[config.mk]
export PLATFORM = sky130hd
export DESIGN_NAME = parity_err_counter
export DESIGN_NICKNAME = d
export VERILOG_FILES = /design/src/rtl/parity_err_counter.sv
export SDC_FILE = /design/constraint.sdc
export NUM_CORES = 1
export LEC_CHECK = 0
export ABC_AREA = 1
export CORE_MARGIN = 5
export CORE_UTILIZATION = 48
export CTS_BUF_LIST = sky130_fd_sc_hd__clkbuf_2 sky130_fd_sc_hd__clkbuf_4 sky130_fd_sc_hd__clkbuf_8
export DETAILED_ROUTE_END_ITERATION = 6
export PLACE_DENSITY = 0.78
export SYNTH_ARGS = -nofsm -noshare
export SYNTH_HDL_FRONTEND = slang
export SYNTH_SLANG_ARGS = --single-unit
[constraint.sdc]
create_clock -name clk -period 1.5 [get_ports clk]
set_input_delay 0.15 -clock clk [delete_from_list [all_inputs] [get_ports clk]]
set_output_delay 0.15 -clock clk [all_outputs]
set_load 0.01 [all_outputs]
[src/rtl/parity_err_counter.sv]
// 16-bit saturating event counter with synchronous clear (clear beats increment).
module parity_err_counter (
    input  logic        clk,
    input  logic        rst,
    input  logic        inc,
    input  logic        clear,
    output logic [15:0] count
);

    logic [15:0] count_reg;

    always_ff @(posedge clk or negedge rst) begin
        if (!rst) begin
            count_reg <= 16'h0000;
        end else if (clear) begin
            count_reg <= 16'h0000;
        end else if (inc && (count_reg != 16'hFFFF)) begin
            count_reg <= count_reg + 16'h0001;
        end
    end

    assign count = count_reg;

endmodule

==> run metrics <==
maximum clock insertion buffer count=2; Layout Skew=8.63 ps; capturing element type of the critical path=flop; drt via density=5.56; Post-Layout Cell Count=222; number of library cell types mapped by synthesis=23; post-synthesis area per instance=7.20 um^2; ratio of cells with drive above 1 in the final layout=32.8%; 1st-pass router iterations=4; highest clock frequency the design can meet=0.673 GHz; final core area utilization=81.3%; Slew Limit Fails=0; number of nets in the synthesized netlist=149; area inside the core boundary=2000 um^2; most common cell after layout, fill and taps aside=sky130_fd_sc_hd__nand2_1; worst setup path class=reg2reg; clock tree from TritonCTS=yes; Overflow after GRT=0; leading area contributor after synthesis=sky130_fd_sc_hd__dfrtp_1; number of DRC markers after the initial detailed-route iteration=69; number of maximum-capacitance constraint violations=0; commonest non-fill, non-tap cells in the layout=sky130_fd_sc_hd__nand2_1 (45), sky130_fd_sc_hd__buf_4 (28), sky130_fd_sc_hd__dfrtp_1 (15); clock tree root buffer cell=sky130_fd_sc_hd__clkbuf_4; area of the die=3190 um^2; number of antenna violations at the first check in global routing=0; Max-Slew Margin vs Limit=73.5%; Hold Buf Count CTS=0; setup violation total in the final timing report=0; number of I/O port buffers=19; Worst VDD drop=0.000353 V; I/O pins=20; Largest register FFs=16; die width=56.5 um; total global routing track utilization=20.4%; min-delay worst type=in2async; number of buffers created by CTS=3; P per Cell Area=499 nW/um^2; slew of the pin with the lowest slew margin=396 ps; layout net count=201; detailed placement HPWL=2230 um; post-detailed-route DRC marker count=0; Synth Instances=144; number of filler instances in the final layout=131; largest net degree at the start of global routing=14; antenna fix cells=0; post-route clock period utilization=99.0%; area share of the largest cell type after synthesis=38.6%; Seq cells post-synth=16; drt total wl=3510 um; starting utilization of the core area=51.8%; total vias in the final route=1235; gp weighted congestion=0.860; top area cells in the synthesized netlist=sky130_fd_sc_hd__dfrtp_1 (39%), sky130_fd_sc_hd__nand2_1 (20%), sky130_fd_sc_hd__nand3_1 (5.8%); count of endpoints failing hold in the final timing report=0; residual antenna-violating net count after detailed routing=0; required time worst endpoint=1720 ps; Mapped Area=1040 um^2; crit start category=flop; number of placed cells counting well taps=212; share of synthesized area occupied by flip-flops and latches=38.6%; first-pass GRT wire length=5130 um; setup repair after global routing missed its margin=true; overall die height=56.5 um; run status=finished clean; Syn-to-layout area delta=56.9%; P_leak=1.02 nW; H-tree depth reported by CTS=1; final critical delay including setup and external delays=1490 ps; wire length per cell after detailed routing=15.8 um; Reg clk slew, reported paths=110 ps; row count=16; vias in the first global route=1175; arrival time of the worst setup path=1710 ps; Critical Path Fanout Max=7; insertion delay of the later-clocked pin in the worst-skew pair=290 ps; number of clock sinks seen by CTS=16; Ys Warns=0
-- critical path, cell delays in order (launching register included) --
cell and delay [ps]:
sky130_fd_sc_hd__dfrtp_1 420, sky130_fd_sc_hd__ha_4 170, sky130_fd_sc_hd__nand2_4 60, sky130_fd_sc_hd__nor2_4 120, sky130_fd_sc_hd__nand2_4 100, sky130_fd_sc_hd__o21ai_4 190, sky130_fd_sc_hd__nand2_4 130, sky130_fd_sc_hd__inv_8 110
sky130_fd_sc_hd__nand2_1 60, sky130_fd_sc_hd__nand2_1 60
-- area by class of cell --
type | count | area [um^2] | area share, %
clock buffer | 4 | 30.0 | 1.84
inverter | 13 | 56.3 | 3.46
multi-input combinational | 112 | 638 | 39.2
sequential | 16 | 402 | 24.7
tap | 27 | 33.8 | 2.08
timing repair buffer | 49 | 457 | 28.1
timing repair inverter | 1 | 11.3 | 0.692
-- cells by family after synthesis --
group / synth area share, %
fa+ha+maj: 1.21
compound gates: 5.43
buf+inv: 7.72
flops: 38.6
xor+xnor: 4.22
simple gates: 42.8
-- Yosys cell counts --
| cell type | n |
|---|---|
| sky130_fd_sc_hd__nand2_1 | 55 |
| sky130_fd_sc_hd__inv_2 | 1 |
| sky130_fd_sc_hd__nor2_1 | 14 |
| sky130_fd_sc_hd__buf_1 | 1 |
| sky130_fd_sc_hd__buf_2 | 1 |
| sky130_fd_sc_hd__ha_1 | 1 |
| sky130_fd_sc_hd__dfrtp_1 | 16 |
| sky130_fd_sc_hd__nand2_2 | 2 |
| sky130_fd_sc_hd__or2_2 | 1 |
| sky130_fd_sc_hd__nor2_4 | 2 |
| sky130_fd_sc_hd__o21bai_1 | 2 |
| sky130_fd_sc_hd__buf_12 | 1 |
| sky130_fd_sc_hd__inv_4 | 1 |
| sky130_fd_sc_hd__o21ai_0 | 4 |
| sky130_fd_sc_hd__nand2_4 | 2 |
| sky130_fd_sc_hd__inv_1 | 11 |
| sky130_fd_sc_hd__nand4_1 | 9 |
| sky130_fd_sc_hd__xor2_1 | 3 |
| sky130_fd_sc_hd__o21ai_4 | 1 |
| sky130_fd_sc_hd__nor3_1 | 1 |
| sky130_fd_sc_hd__nand3_1 | 12 |
| sky130_fd_sc_hd__xnor2_1 | 2 |
| sky130_fd_sc_hd__a21oi_1 | 1 |
-- stage by stage --
stage	total power, mW	instance area, um^2	hold slack (ps)	setup WS [ps]	setup TNS, ps
final	0.812	1630	140	14.8	0
after global routing	0.858	1630	149	-94.7	-1030
after CTS	0.806	1490	139	2.49	0
after detailed placement	0.534	1430	464	-326	-3750
after global placement	0.530	1430	456	-214	-2490
after floorplan	0.490	1040	-146	-11.1	-81.1
-- final timing paths --
kind | start | to | slack (ps) | cells after the start
setup reg to reg | count[0] | count[15] | 10 | 9
hold reg to reg | count[13] | count[13] | 610 | 3
min in group clk | clear | count[4] | 570 | 4
max in group asynchronous | rst | count[9] | 870 | 2
setup / recovery | count[0] | count[15] | 10 | 9
hold / removal | rst | count[4] | 140 | 1
-- timing repair --
item                                    in CTS  in global routing
pin swaps                                    3                 15
gates cloned                                 1                  0
resized for setup                            9                 32
buffers inserted                             1                  5
endpoints found under the setup margin      16                 27
-- report_power, final --
group	switching [mW]	total [mW]	internal, mW
registers	0.00489	0.441	0.436
clock network	0.144	0.265	0.121
logic	0.0621	0.106	0.0437
-- metal layers --
| metal | track usage (%) | vias to the layer above | share of wire, % |
|---|---|---|---|
| met1 | 24.4 | 597 | 37 |
| met3 | 3.67 | 15 | 7.0 |
| met5 | 0 | - | 0 |
| met2 | 35.3 | 58 | 53 |
| met4 | 8.47 | 0 | 2.7 |
| li1 | - | 565 | - |
No activity file was read; power rests on OpenSTA's default activity.
